--- config.mk ---
export PLATFORM = sky130hd
export DESIGN_NAME = code_lock_ctrl
export DESIGN_NICKNAME = d
export VERILOG_FILES = /design/src/rtl/code_lock_pkg.sv /design/src/rtl/key_entry_buf.sv /design/src/rtl/code_lock_ctrl.sv
export SDC_FILE = /design/constraint.sdc
export NUM_CORES = 1
export LEC_CHECK = 0
export BUFFER_PORTS_ARGS = -buffer_cell sky130_fd_sc_hd__buf_4
export CAP_MARGIN = 25
export CORE_ASPECT_RATIO = 1.2
export CORE_MARGIN = 8
export CORE_UTILIZATION = 54
export DETAILED_ROUTE_END_ITERATION = 10
export GPL_TIMING_DRIVEN = 0
export PLACE_DENSITY_LB_ADDON = 0.1
export SKIP_LAST_GASP = 1
export SLEW_MARGIN = 15
export SYNTH_ARGS = -nofsm -noshare
export SYNTH_HDL_FRONTEND = slang
export SYNTH_SLANG_ARGS = --single-unit
export TNS_END_PERCENT = 20
--- constraint.sdc ---
create_clock -name clk -period 2.2 [get_ports clk]
set_input_delay 0.33 -clock clk [delete_from_list [all_inputs] [get_ports clk]]
set_output_delay 0.33 -clock clk [all_outputs]
set_load 0.02 [all_outputs]
--- src/rtl/code_lock_pkg.sv ---
// Shared definitions for the keypad code-lock controller: key codes, FSM states and a
// digit-validity helper.
package code_lock_pkg;

  localparam logic [3:0] KEY_ENTER = 4'hA;
  localparam logic [3:0] KEY_STAR  = 4'hB;

  typedef enum logic [2:0] {
    StLocked,
    StOpen,
    StNew1,
    StNew2,
    StSetm,
    StLockout
  } lock_state_t;

  function automatic logic is_digit(input logic [3:0] key);
    return key <= 4'd9;
  endfunction

endpackage

--- src/rtl/key_entry_buf.sv ---
// Keypad entry buffer: rising-edge key accept, digit storage with overflow tracking and a
// one-cycle terminator strobe. The buffer clears on the cycle after a terminator.
module key_entry_buf
  import code_lock_pkg::*;
#(
  parameter int unsigned CODE_LEN = 4
) (
  input  logic                  clk_i,
  input  logic                  rst_ni,
  input  logic [3:0]            key_i,
  input  logic                  valid_i,
  input  logic                  freeze_i,    // drop all keys and clear the buffer
  input  logic                  digit_en_i,  // digits are stored only when set
  output logic [CODE_LEN*4-1:0] entry_o,
  output logic                  well_formed_o,
  output logic                  term_enter_o,
  output logic                  term_star_o
);

  localparam int unsigned CntW = $clog2(CODE_LEN + 1);

  logic                  valid_prev_q;
  logic [CODE_LEN*4-1:0] entry_q, entry_d;
  logic [CntW-1:0]       cnt_q, cnt_d;
  logic                  ovf_q, ovf_d;
  logic                  enter_q, enter_d;
  logic                  star_q, star_d;
  logic                  accept;

  assign accept = valid_i & ~valid_prev_q & ~freeze_i;

  // Next-state for the buffer: clear after a terminator or while frozen, else absorb a key
  always_comb begin
    entry_d = entry_q;
    cnt_d   = cnt_q;
    ovf_d   = ovf_q;
    enter_d = 1'b0;
    star_d  = 1'b0;
    if (freeze_i || enter_q || star_q) begin
      entry_d = '0;
      cnt_d   = '0;
      ovf_d   = 1'b0;
    end else if (accept) begin
      if (key_i == KEY_ENTER) begin
        enter_d = 1'b1;
      end else if (key_i == KEY_STAR) begin
        star_d = 1'b1;
      end else if (is_digit(key_i) && digit_en_i) begin
        if (cnt_q < CntW'(CODE_LEN)) begin
          for (int unsigned i = 0; i < CODE_LEN; i++) begin
            if (cnt_q == CntW'(i)) entry_d[i*4 +: 4] = key_i;
          end
          cnt_d = cnt_q + 1'b1;
        end else begin
          ovf_d = 1'b1;
        end
      end
    end
  end

  // Buffer and edge-detect registers
  always_ff @(posedge clk_i or negedge rst_ni) begin
    if (!rst_ni) begin
      valid_prev_q <= 1'b0;
      entry_q      <= '0;
      cnt_q        <= '0;
      ovf_q        <= 1'b0;
      enter_q      <= 1'b0;
      star_q       <= 1'b0;
    end else begin
      valid_prev_q <= valid_i;
      entry_q      <= entry_d;
      cnt_q        <= cnt_d;
      ovf_q        <= ovf_d;
      enter_q      <= enter_d;
      star_q       <= star_d;
    end
  end

  assign entry_o       = entry_q;
  assign well_formed_o = (cnt_q == CntW'(CODE_LEN)) && !ovf_q;
  assign term_enter_o  = enter_q;
  assign term_star_o   = star_q;

endmodule

--- src/rtl/code_lock_ctrl.sv ---
// Parametrised keypad code-lock controller: FSM, stored code, change candidate, shared
// OPEN/LOCKOUT timer and wrong-code counter. Define CODE_LOCK_LOCKOUT_EN to enable the
// lockout after MAX_WRONG consecutive wrong codes.
module code_lock_ctrl
  import code_lock_pkg::*;
#(
  parameter int unsigned           CODE_LEN       = 4,
  parameter int unsigned           MAX_WRONG      = 3,
  parameter int unsigned           OPEN_CYCLES    = 1000,
  parameter int unsigned           LOCKOUT_CYCLES = 5000,
  parameter logic [CODE_LEN*4-1:0] INIT_CODE      = 16'h2342
) (
  input  logic                  clk,
  input  logic                  reset_1,
  input  logic [3:0]            Code_1,
  input  logic                  Valid_1,
  input  logic                  set,
  output logic                  OPEN,
  output logic                  LOCK,
  output logic                  SAVE_LIGHT,
  output logic                  SET,
  output logic                  CHANGE,
  output logic                  LOCKOUT,
  output logic [CODE_LEN*4-1:0] data_1,
  output logic [3:0]            count_Wrong
);

  localparam int unsigned CodeW    = CODE_LEN * 4;
  localparam int unsigned TimerMax = (OPEN_CYCLES > LOCKOUT_CYCLES) ? OPEN_CYCLES
                                                                     : LOCKOUT_CYCLES;
  localparam int unsigned TimerW   = $clog2(TimerMax) + 1;
  localparam logic [TimerW-1:0] OpenLast    = TimerW'(OPEN_CYCLES - 1);
  localparam logic [TimerW-1:0] LockoutLast = TimerW'(LOCKOUT_CYCLES - 1);

  lock_state_t       state_q, state_d;
  logic [3:0]        wrong_q, wrong_d, wrong_inc;
  logic [CodeW-1:0]  stored_q, stored_d;
  logic [CodeW-1:0]  cand_q, cand_d;
  logic [TimerW-1:0] timer_q, timer_d;
  logic              open_q, lock_q, save_q, set_q, change_q;
  logic              reload;

  logic [CodeW-1:0]  entry;
  logic              well_formed, term_enter, term_star, term, match_stored, freeze;

`ifdef CODE_LOCK_LOCKOUT_EN
  localparam bit LockoutEn = 1'b1;
  logic lockout_q;

  // Lockout indicator registered from next state
  always_ff @(posedge clk or negedge reset_1) begin
    if (!reset_1) lockout_q <= 1'b0;
    else          lockout_q <= (state_d == StLockout);
  end

  assign LOCKOUT = lockout_q;
`else
  localparam bit LockoutEn = 1'b0;
  assign LOCKOUT = 1'b0;
`endif

  assign freeze = set || (state_q == StSetm) || (state_q == StLockout);

  key_entry_buf #(
    .CODE_LEN(CODE_LEN)
  ) u_entry (
    .clk_i        (clk),
    .rst_ni       (reset_1),
    .key_i        (Code_1),
    .valid_i      (Valid_1),
    .freeze_i     (freeze),
    .digit_en_i   (state_q != StOpen),
    .entry_o      (entry),
    .well_formed_o(well_formed),
    .term_enter_o (term_enter),
    .term_star_o  (term_star)
  );

  assign term         = term_enter | term_star;
  assign match_stored = well_formed && (entry == stored_q);
  assign wrong_inc    = (wrong_q == 4'hF) ? 4'hF : wrong_q + 4'd1;

  // FSM next state, code/candidate updates, wrong counter and shared timer
  always_comb begin
    state_d  = state_q;
    wrong_d  = wrong_q;
    stored_d = stored_q;
    cand_d   = cand_q;
    reload   = 1'b0;
    // set overrides any pending terminator so that entry is never scored
    if (set && (state_q != StLockout)) begin
      state_d = StSetm;
      cand_d  = '0;
    end else begin
      unique case (state_q)
        StLocked: begin
          if (term) begin
            if (match_stored) begin
              wrong_d = 4'd0;
              state_d = term_enter ? StOpen : StNew1;
            end else begin
              wrong_d = wrong_inc;
              if (LockoutEn && (wrong_inc >= 4'(MAX_WRONG))) state_d = StLockout;
            end
          end
        end
        StOpen: begin
          if (term_enter)               reload  = 1'b1;
          else if (timer_q == OpenLast) state_d = StLocked;
        end
        StNew1: begin
          if (term_enter && well_formed) begin
            cand_d  = entry;
            state_d = StNew2;
          end else if (term_star) begin
            state_d = StLocked;
          end
        end
        StNew2: begin
          if (term_enter) begin
            if (well_formed && (entry == cand_q)) begin
              stored_d = cand_q;
              state_d  = StLocked;
            end else begin
              state_d = StNew1;
            end
            cand_d = '0;
          end else if (term_star) begin
            state_d = StLocked;
            cand_d  = '0;
          end
        end
        StSetm: state_d = StNew1;
        StLockout: begin
          if (timer_q == LockoutLast) begin
            state_d = StLocked;
            wrong_d = 4'd0;
          end
        end
        default: state_d = StLocked;
      endcase
    end
    // Timer runs only in OPEN/LOCKOUT and restarts on any state change or reload
    if ((state_d != state_q) || reload ||
        !((state_q == StOpen) || (state_q == StLockout))) begin
      timer_d = '0;
    end else begin
      timer_d = timer_q + 1'b1;
    end
  end

  // State, code, counter and timer registers
  always_ff @(posedge clk or negedge reset_1) begin
    if (!reset_1) begin
      state_q  <= StLocked;
      wrong_q  <= 4'd0;
      stored_q <= INIT_CODE;
      cand_q   <= '0;
      timer_q  <= '0;
    end else begin
      state_q  <= state_d;
      wrong_q  <= wrong_d;
      stored_q <= stored_d;
      cand_q   <= cand_d;
      timer_q  <= timer_d;
    end
  end

  // Indicator outputs registered from next state
  always_ff @(posedge clk or negedge reset_1) begin
    if (!reset_1) begin
      open_q   <= 1'b0;
      lock_q   <= 1'b1;
      save_q   <= 1'b0;
      set_q    <= 1'b0;
      change_q <= 1'b0;
    end else begin
      open_q   <= (state_d == StOpen);
      lock_q   <= (state_d != StOpen);
      save_q   <= (state_d == StNew1) || (state_d == StNew2);
      set_q    <= (state_d == StSetm);
      change_q <= (state_d == StNew2);
    end
  end

  assign OPEN        = open_q;
  assign LOCK        = lock_q;
  assign SAVE_LIGHT  = save_q;
  assign SET         = set_q;
  assign CHANGE      = change_q;
  assign data_1      = entry;
  assign count_Wrong = wrong_q;

endmodule

==> reports/results.txt, run 1 <==
TritonCTS built the clock tree. In the routed layout, each cell is associated on average with a via count of 5.47. For the number of max-cap violations, the log shows 0. Highest-delay cell along the critical path: sky130_fd_sc_hd__nor4_4. For this run, asynchronously set or reset flops after synthesis account for 100%.

In the synthesized netlist the dominant register cell turns out to be sky130_fd_sc_hd__dfrtp_1. The number of different library cells used by synthesis comes to 45. The synthesis-to-layout area growth works out to 19.6%. Buffers placed on the I/O ports in this run total 32. The peak per-stage delay on the critical path was 0.43 ns. Ranked by total cell area, the synthesized netlist is headed by sky130_fd_sc_hd__dfrtp_1 (46%), sky130_fd_sc_hd__xnor2_1 (7.3%), sky130_fd_sc_hd__nand2_1 (4.6%). Share of the cycle needed by the critical path after routing: 98.2%. Wires add up to 9120 um. STA classifies the critical path startpoint as a flip-flop. The violation count after the first detailed-routing iteration came out at 110.

The number of buffers and inverters on the critical path is 2. The repair_antennas step left the layout with diodes totalling 0. Setup repair after global routing could not meet its margin everywhere. The leakage power is 2.17 nW, and the number of H-tree levels is 3.

The number of clock buffers added by TritonCTS is 9. The finished layout holds 543 standard cells, fillers aside. For the detailed-routing iteration count for the pre-antenna-repair pass, the log shows 4. The number of enable flip-flop cells after synthesis came out at 0.

The number of global-route vias before repair came out at 3,017. The kind of cell with the highest combined delay along the critical path is simple AND/OR/NAND/NOR gates. The largest total area in the synthesized netlist belongs to sky130_fd_sc_hd__dfrtp_1. The count of nets left with antenna violations once routing finished came out at 0. The end point of the worst hold path is u_entry.valid_prev_q$_DFF_PN0_. The design draws 0.00300 W. In the routed design, unresolved DRC markers number 0.

The tools report the total die area as 10,600 um^2. The tools report the post-synthesis net count as 407. For the fraction of the yosys area taken by sequential cells, the log shows 49.8%. Dominant cell by count in the synthesized netlist: sky130_fd_sc_hd__dfrtp_1. Counting every instance in the synthesized netlist gives 392. The run gives 34 as the number of top-level pins. At the worst endpoint, the arrival time is 2.40 ns.

The final hold violation count was 0. In this run, synthesis produced a sequential element count of 81. The beginning of the worst hold path is Valid_1. Wire length per cell after detailed routing: 16.8 um.

The logs give 463 for the total number of nets in the final design and 7320 um^2 for the area of the placeable core. Sorting the synthesized cells by how often they occur yields sky130_fd_sc_hd__dfrtp_1 (75), sky130_fd_sc_hd__nand2_1 (50), sky130_fd_sc_hd__nor2_1 (50), sky130_fd_sc_hd__xnor2_1 (34), sky130_fd_sc_hd__o21ai_0 (20). Utilization after layout: 66.8%.

Clock skew on the completed layout was measured at 0.00599 ns. The wire length of the first global-routing pass came out at 15,100 um. The number of placed instances, taps included, is 514. The share of the synthesized area in the top cell type was 45.9%; the number of setup violations in the final report was 0.

Detailed routing inserted a total of 2,969 vias. The maximum vdd ir drop came out at 0.000411 V. The number of stages on the worst hold path works out to 1.

The later-pin clock latency in the skew report was 0.35 ns; the total count of max-transition violations in the final report was 0. The critical path is of the reg2reg type. Row generation in the floorplan step produced 34 rows. For the overall global routing resource usage, the log shows 18.1%. In this run the cell area measured after placement is 4440 um^2. The power per cell area works out to 614 nW/um^2.

For the worst setup path, the data required time is 2.44 ns. The maximum fanout along the worst path was 10. Traced cell by cell, the critical path runs through inv_2 > ha_4 > nand4b_1 > nor4_4 > nand4b_4 > buf_6 > mux2_4. Path class of the lowest-slack min-delay path: in2reg. The worst register-to-register path ends at stored_q[14]$_DFFE_PN0P_. Counting I/O delays and the setup requirement, the final critical path takes 2.16 ns. The layout has 577 filler cells. The area of all placed cells without fillers was 4890 um^2; the maximum buffer depth of the clock tree was 2. Chip height: 111 um.

The worst setup path is captured at a flip-flop. The worst register-to-register path begins at u_entry.cnt_q[0]$_DFFE_PN0P_. The logs give 0 for the number of warnings issued by yosys and 0 for the global-route congestion overflow total.

The horizontal die dimension was 95.4 um. The average instance area after synthesis is 10.4 um^2. Of the cells placed in the final design, the portion with a size suffix greater than 1 is 24.3%. The number of cells on the worst reg-to-reg path came out at 7. The clock-pin slew on the worst setup and hold paths works out to 0.09 ns.

The initial utilization of the core area, before any placement, comes to 55.9%. After synthesis the cells add up to 4090 um^2. For the placed wire-length estimate, the log shows 6320 um.

Based on the critical path, the design can be clocked at up to 463 MHz. On the final layout, the worst hold slack is 0.0943 ns. The clock sink count came out at 81. The tools report the CTS root buffer as sky130_fd_sc_hd__clkbuf_8. The worst-case headroom to the max-slew limit is 60.3%, and the number of antenna violations at the first check in global routing is 0. The run finished with clean final reports. For the final weighted congestion of routability-driven global placement, the log shows 0.801. The actual slew at the worst max-slew pin came out at 0.591 ns. Setup slack of the worst register-to-register path: 0.04 ns.

Entering global routing, the biggest net connects 82 pins.
[sequential cells by signal, summed over array words and instances, names as in the netlist, 3 cells and up]
name / cells
cand_q: 16
stored_q: 16
u_entry.entry_o: 16
timer_q: 14
count_Wrong: 4
state_q: 3
u_entry.cnt_q: 3
[worst max path at each step]
stage / slack [ns] / end / start / cells past startpoint
floorplan: 0.16 / stored_q[10]$_DFFE_PN0P_ / u_entry.cnt_q[0]$_DFFE_PN0P_ / 7
finish: 0.04 / stored_q[14]$_DFFE_PN0P_ / u_entry.cnt_q[0]$_DFFE_PN0P_ / 7
global route: -0.06 / OPEN$_DFF_PN0_ / u_entry.cnt_q[0]$_DFFE_PN0P_ / 9
global placement: -0.18 / timer_q[8]$_DFF_PN0_ / timer_q[0]$_DFF_PN0_ / 7
detailed placement: -0.25 / timer_q[5]$_DFF_PN0_ / timer_q[0]$_DFF_PN0_ / 7
CTS: -0.05 / cand_q[14]$_DFFE_PN0P_ / u_entry.cnt_q[0]$_DFFE_PN0P_ / 8
[worst register-to-register path, cell delays in order (launching register included)]
cell and delay, ns:
sky130_fd_sc_hd__dfrtp_1 0.42, sky130_fd_sc_hd__inv_2 0.09, sky130_fd_sc_hd__ha_4 0.14, sky130_fd_sc_hd__nand4b_1 0.27
sky130_fd_sc_hd__nor4_4 0.43, sky130_fd_sc_hd__nand4b_4 0.18, sky130_fd_sc_hd__buf_6 0.22, sky130_fd_sc_hd__mux2_4 0.30
[cell usage in the layout (no fill, tap or decap), types with 10 or more instances in the layout]
| cell type | synthesis | final |
|---|---|---|
| sky130_fd_sc_hd__xor2_1 | 11 | 11 |
| sky130_fd_sc_hd__nor2_1 | 50 | 50 |
| sky130_fd_sc_hd__mux2i_1 | 17 | 17 |
| sky130_fd_sc_hd__nand4_1 | 11 | 11 |
| sky130_fd_sc_hd__nand2_1 | 50 | 50 |
| sky130_fd_sc_hd__mux2_4 | 10 | 10 |
| sky130_fd_sc_hd__dfrtp_1 | 75 | 75 |
| sky130_fd_sc_hd__o21ai_0 | 20 | 20 |
| sky130_fd_sc_hd__xnor2_1 | 34 | 34 |
| sky130_fd_sc_hd__buf_4 | 1 | 44 |
[final cells by class]
cell class / count / area (um^2) / share of cell area (%)
buffer: 15 / 111 / 2.28
clock buffer: 10 / 128 / 2.61
clock inverter: 6 / 115 / 2.35
inverter: 8 / 30.0 / 0.614
multi-input combinational: 288 / 2000 / 40.8
sequential: 81 / 2030 / 41.6
tap: 90 / 113 / 2.30
timing repair buffer: 45 / 360 / 7.37
[power breakdown]
part	switching (W)	leakage [nW]	internal (W)	total [W]
Clock	0.000558	0.117	0.000760	0.00132
Combinational	0.000124	0.949	0.0000557	0.000180
Sequential	0.00000694	1.10	0.00150	0.00150
Total	0.000689	2.17	0.00231	0.00300
[metrics by stage]
step	TNS (ns)	worst slack, ns
after floorplan	0	0.159
after global placement	-2.74	-0.181
after detailed placement	-3.85	-0.252
after CTS	-0.121	-0.0494
after global routing	-0.545	-0.0573
final	0	0.0404
[kinds of logic (layout without fill, tap and decap cells)]
| kind of cell | count (synthesis) | after routing | synth area share (%) |
|---|---|---|---|
| buffers and inverters | 23 | 84 | 3.31 |
| multiplexers | 34 | 34 | 9.76 |
| other | 1 | 1 | 0.0917 |
| XOR/XNOR | 45 | 45 | 9.64 |
| adder cells (fa/ha/maj) | 7 | 7 | 2.14 |
| flip-flops | 81 | 81 | 49.8 |
| AND/OR/NAND/NOR | 157 | 157 | 19.0 |
| AO/OA/AOI/OAI | 44 | 44 | 6.24 |
[what timing repair did]
item / 4_1_cts / 5_1_grt
setup endpoints to repair: 30 / 46
endpoints found under the hold margin: 0 / 21
gates resized for setup: 7 / 18
setup buffers: 0 / 11
pin swaps: 1 / 5
hold buffers: 0 / 1
[layer usage]
metal	vias to the layer above	GRT usage, %	part of all wire [%]
met5	-	0	0
met4	0	9.66	3.3
met3	21	3.52	3.5
met2	66	28.2	49
met1	1446	22.9	44
li1	1436	-	-
Note: power is estimated with default switching activity, not from simulation.
==> run 2, diff against run 1 <==
--- a/config.mk
+++ b/config.mk
@@ -7,9 +7,8 @@
 export LEC_CHECK = 0
 export BUFFER_PORTS_ARGS = -buffer_cell sky130_fd_sc_hd__buf_4
 export CAP_MARGIN = 25
-export CORE_ASPECT_RATIO = 1.2
 export CORE_MARGIN = 8
-export CORE_UTILIZATION = 54
+export CORE_UTILIZATION = 50
 export DETAILED_ROUTE_END_ITERATION = 10
 export GPL_TIMING_DRIVEN = 0
 export PLACE_DENSITY_LB_ADDON = 0.1
==> run 2 against run 1 <==
Power increased by 0.63%. Global-route usage decreased by 1.7 points. Clock power about the same. Non-clock buffer count decreased by 11. Clock skew increased by 0.013 ns. Via count decreased by 2.6%. Critical endpoint unchanged.
==> reports/results.txt, run 2 (synthesized netlist as in run 1, its figures left out) <==
The run finished with clean final reports. The power per cell area is 629 nW/um^2 (+2.4%). The leakage power came out at 2.11 nW (-2.6%). Setup repair after global routing could not meet its margin everywhere. The share of the cycle needed by the critical path after routing works out to 97.8% (-0.34 points). For the routed via count, the log shows 2,893 (-2.6%). The worst-case headroom to the max-slew limit is 55.5% (-4.8 points), and the peak per-stage delay on the critical path is 0.42 ns (about the same).

The end point of the worst hold path was u_entry.valid_prev_q$_DFF_PN0_. The logs give 8910 um (-2.3%) for the routed wire length and 82 (unchanged) for the largest net degree at the start of global routing. The number of stages on the worst hold path is 1 (unchanged). The tools report the remaining antenna violation count as 0 (unchanged). The clock sink count was 81 (unchanged). The critical path starts at u_entry.cnt_q[0]$_DFFE_PN0P_. The logs give 50.8% (-5.1 points) for the effective utilization at floorplan and 6180 um (-2.2%) for the placed wire-length estimate. The final hold violation count was 0 (unchanged); the number of antenna violations at the first check in global routing was 0 (unchanged). The fill cell total of the finished layout was 699 (+21%); the area of the placeable core was 8050 um^2 (+10%).

The number of remaining DRC errors is 0 (unchanged), and the total count of max-transition violations in the final report is 0 (unchanged). The violation count after the first detailed-routing iteration came out at 131 (+19%). The actual slew at the worst max-slew pin is 0.662 ns (+0.0711 ns).

The signal on the critical path passes through inv_1 > ha_1 > nand4b_1 > nor4_4 > nand4b_4 > buf_6 > mux2_4. The hold slack was 0.0841 ns (-0.0101 ns). The tools report the setup slack of the worst register-to-register path as 0.05 ns (about the same). The overall global routing resource usage came out at 16.4% (-1.7 points).

The worst setup path is of the reg2reg kind. The library cell used most frequently in the layout, excluding fill and tap cells, is sky130_fd_sc_hd__dfrtp_1. In this run the critical register-to-register path is launched from u_entry.cnt_q[0]$_DFFE_PN0P_. The run gives 2.39 ns (about the same) as the critical path data arrival time. The later-pin clock latency in the skew report came out at 0.36 ns (about the same). The wire length per cell after detailed routing came out at 16.3 um (-3.0%).

The worst setup path is captured at a flip-flop. In this design, the largest share of critical-path delay is due to simple AND/OR/NAND/NOR gates. CTS placed an instance of sky130_fd_sc_hd__clkbuf_8 at the clock tree root. The horizontal die dimension is 106 um (+12%), and the final instance count without filler cells is 547 (+0.74%). The number of max-cap violations is 0 (unchanged).

Highest-delay cell along the critical path: sky130_fd_sc_hd__dfrtp_1. The number of buffers and inverters on the critical path was 2 (unchanged); the post-route setup TNS was 0 ns (unchanged). For the number of top-level pins, the log shows 34 (unchanged). The logs give 0 (unchanged) for the count of antenna diodes in the layout and 0 (unchanged) for the number of setup violations in the final report. Destination of the worst register-to-register timing path: stored_q[14]$_DFFE_PN0P_.

Path class of the lowest-slack min-delay path: in2reg. The tools report the total CTS buffers as 9 (unchanged). The quantity of I/O buffers inserted on ports was 32 (unchanged); the final critical-path required period was 2.15 ns (-0.00746 ns). The tools report the utilization after layout as 59.7% (-7.1 points).

Number of global-route vias before repair: 2,891 (-4.2%). The number of cells in the design after placement was 529 (+2.9%); the maximum fanout along the worst path was 10 (unchanged). The clock-pin slew on the worst setup and hold paths works out to 0.08 ns (about the same). Detailed-routing iteration count for the pre-antenna-repair pass: 4 (unchanged).

Global-route congestion overflow total: 0 (unchanged). The data required time at the worst endpoint is 2.44 ns (about the same), and the number of H-tree levels is 3 (unchanged). The number of placement rows is 33 (-2.9%). The maximum buffer depth of the clock tree is 2 (unchanged), and the number of cells on the worst reg-to-reg path is 7 (unchanged). The maximum achievable frequency came out at 465 MHz (+0.35%). The library cells used most frequently in the layout, excluding fill and tap cells, are sky130_fd_sc_hd__dfrtp_1 (75), sky130_fd_sc_hd__nand2_1 (50), sky130_fd_sc_hd__nor2_1 (50), sky130_fd_sc_hd__xnor2_1 (34), sky130_fd_sc_hd__buf_4 (33). Fraction of final layout cells sized beyond drive strength 1: 21.3% (-3.0 points). The placed instance area was 4460 um^2 (+0.42%). The maximum vdd ir drop was 0.000311 V (-24%); the total die area was 11,300 um^2 (+6.6%). The run gives 0.792 (-1.1%) as the final weighted congestion of routability-driven global placement. The area of all placed cells without fillers is 4800 um^2 (-1.7%). For the clock tree skew after final layout, the log shows 0.0187 ns (+0.0127 ns).

The nature of the critical path startpoint was a flip-flop. TritonCTS built the clock tree. The area growth from synthesis to layout is 17.5%. The startpoint identified for the worst hold timing path is Valid_1.

The total number of nets in the final design was 452 (-2.4%). The average vias per placed instance came out at 5.29 (-3.3%). The chip height is 106 um (-4.4%). Wire length of the first global-routing pass: 14,700 um (-2.9%).
run 2: changes by cell type in the layout (fill, tap and decap cells not counted), sizes merged:
cell | previous run | this run
buf | 51 | 40
clkbuf | 18 | 20
clkinv | 1 | 0
clkinvlp | 1 | 0
run 2: per-stage QoR:
step                worst slack (ns)  power, W
floorplan                      0.159   0.00161
global placement              -0.182   0.00170
detailed placement            -0.153   0.00170
CTS                          -0.0973   0.00303
global route                 -0.0995   0.00310
finish                        0.0479   0.00302
run 2: area by class of cell:
type	instances	area [um^2]	area share (%)
flip-flops and latches	81	2030	42.3
clock inverters	4	98.8	2.06
well taps	105	131	2.73
multi-input cells	288	1980	41.1
inverters	8	30.0	0.625
clock buffers	12	145	3.02
repair buffers	34	278	5.78
plain buffers	15	110	2.29
run 2: how the worst max path moves through the flow:
stage | end | cells after the start
detailed placement | timer_q[6]$_DFF_PN0_ | 7
floorplan | stored_q[10]$_DFFE_PN0P_ | 7
CTS | cand_q[10]$_DFFE_PN0P_ | 6
global placement | timer_q[8]$_DFF_PN0_ | 7
global route | stored_q[7]$_DFFE_PN0P_ | 7
finish | stored_q[14]$_DFFE_PN0P_ | 7
run 2: power breakdown:
part / internal, W / switching [W] / leakage (nW) / total, W
clock: 0.000791 / 0.000551 / 0.121 / 0.00134
combinational: 0.0000530 / 0.000123 / 0.889 / 0.000176
sequential: 0.00150 / 0.00000672 / 1.10 / 0.00150
total: 0.00234 / 0.000680 / 2.11 / 0.00302
run 2: worst reg2reg max path: stages, from the launching register on:
cell                       delay [ns]
sky130_fd_sc_hd__dfrtp_1         0.42
sky130_fd_sc_hd__inv_1           0.09
sky130_fd_sc_hd__ha_1            0.19
sky130_fd_sc_hd__nand4b_1        0.29
sky130_fd_sc_hd__nor4_4          0.30
sky130_fd_sc_hd__nand4b_4        0.23
sky130_fd_sc_hd__buf_6           0.23
sky130_fd_sc_hd__mux2_4          0.30
run 2: metal layers:
layer | up-vias | share of wire (%) | GRT usage [%]
met4 | 0 | 1.5 | 6.33
met1 | 1413 | 49 | 22.6
met5 | - | 0 | 0
met3 | 9 | 3.6 | 2.90
met2 | 47 | 46 | 24.9
li1 | 1424 | - | -
run 2: timing repair:
action / 4_1_cts / 5_1_grt
buffers inserted: 0 / 0
hold endpoints to repair: 0 / 18
setup endpoints to repair: 28 / 45
pin swaps: 1 / 2
hold buffers: 0 / 1
gates resized for setup: 4 / 15
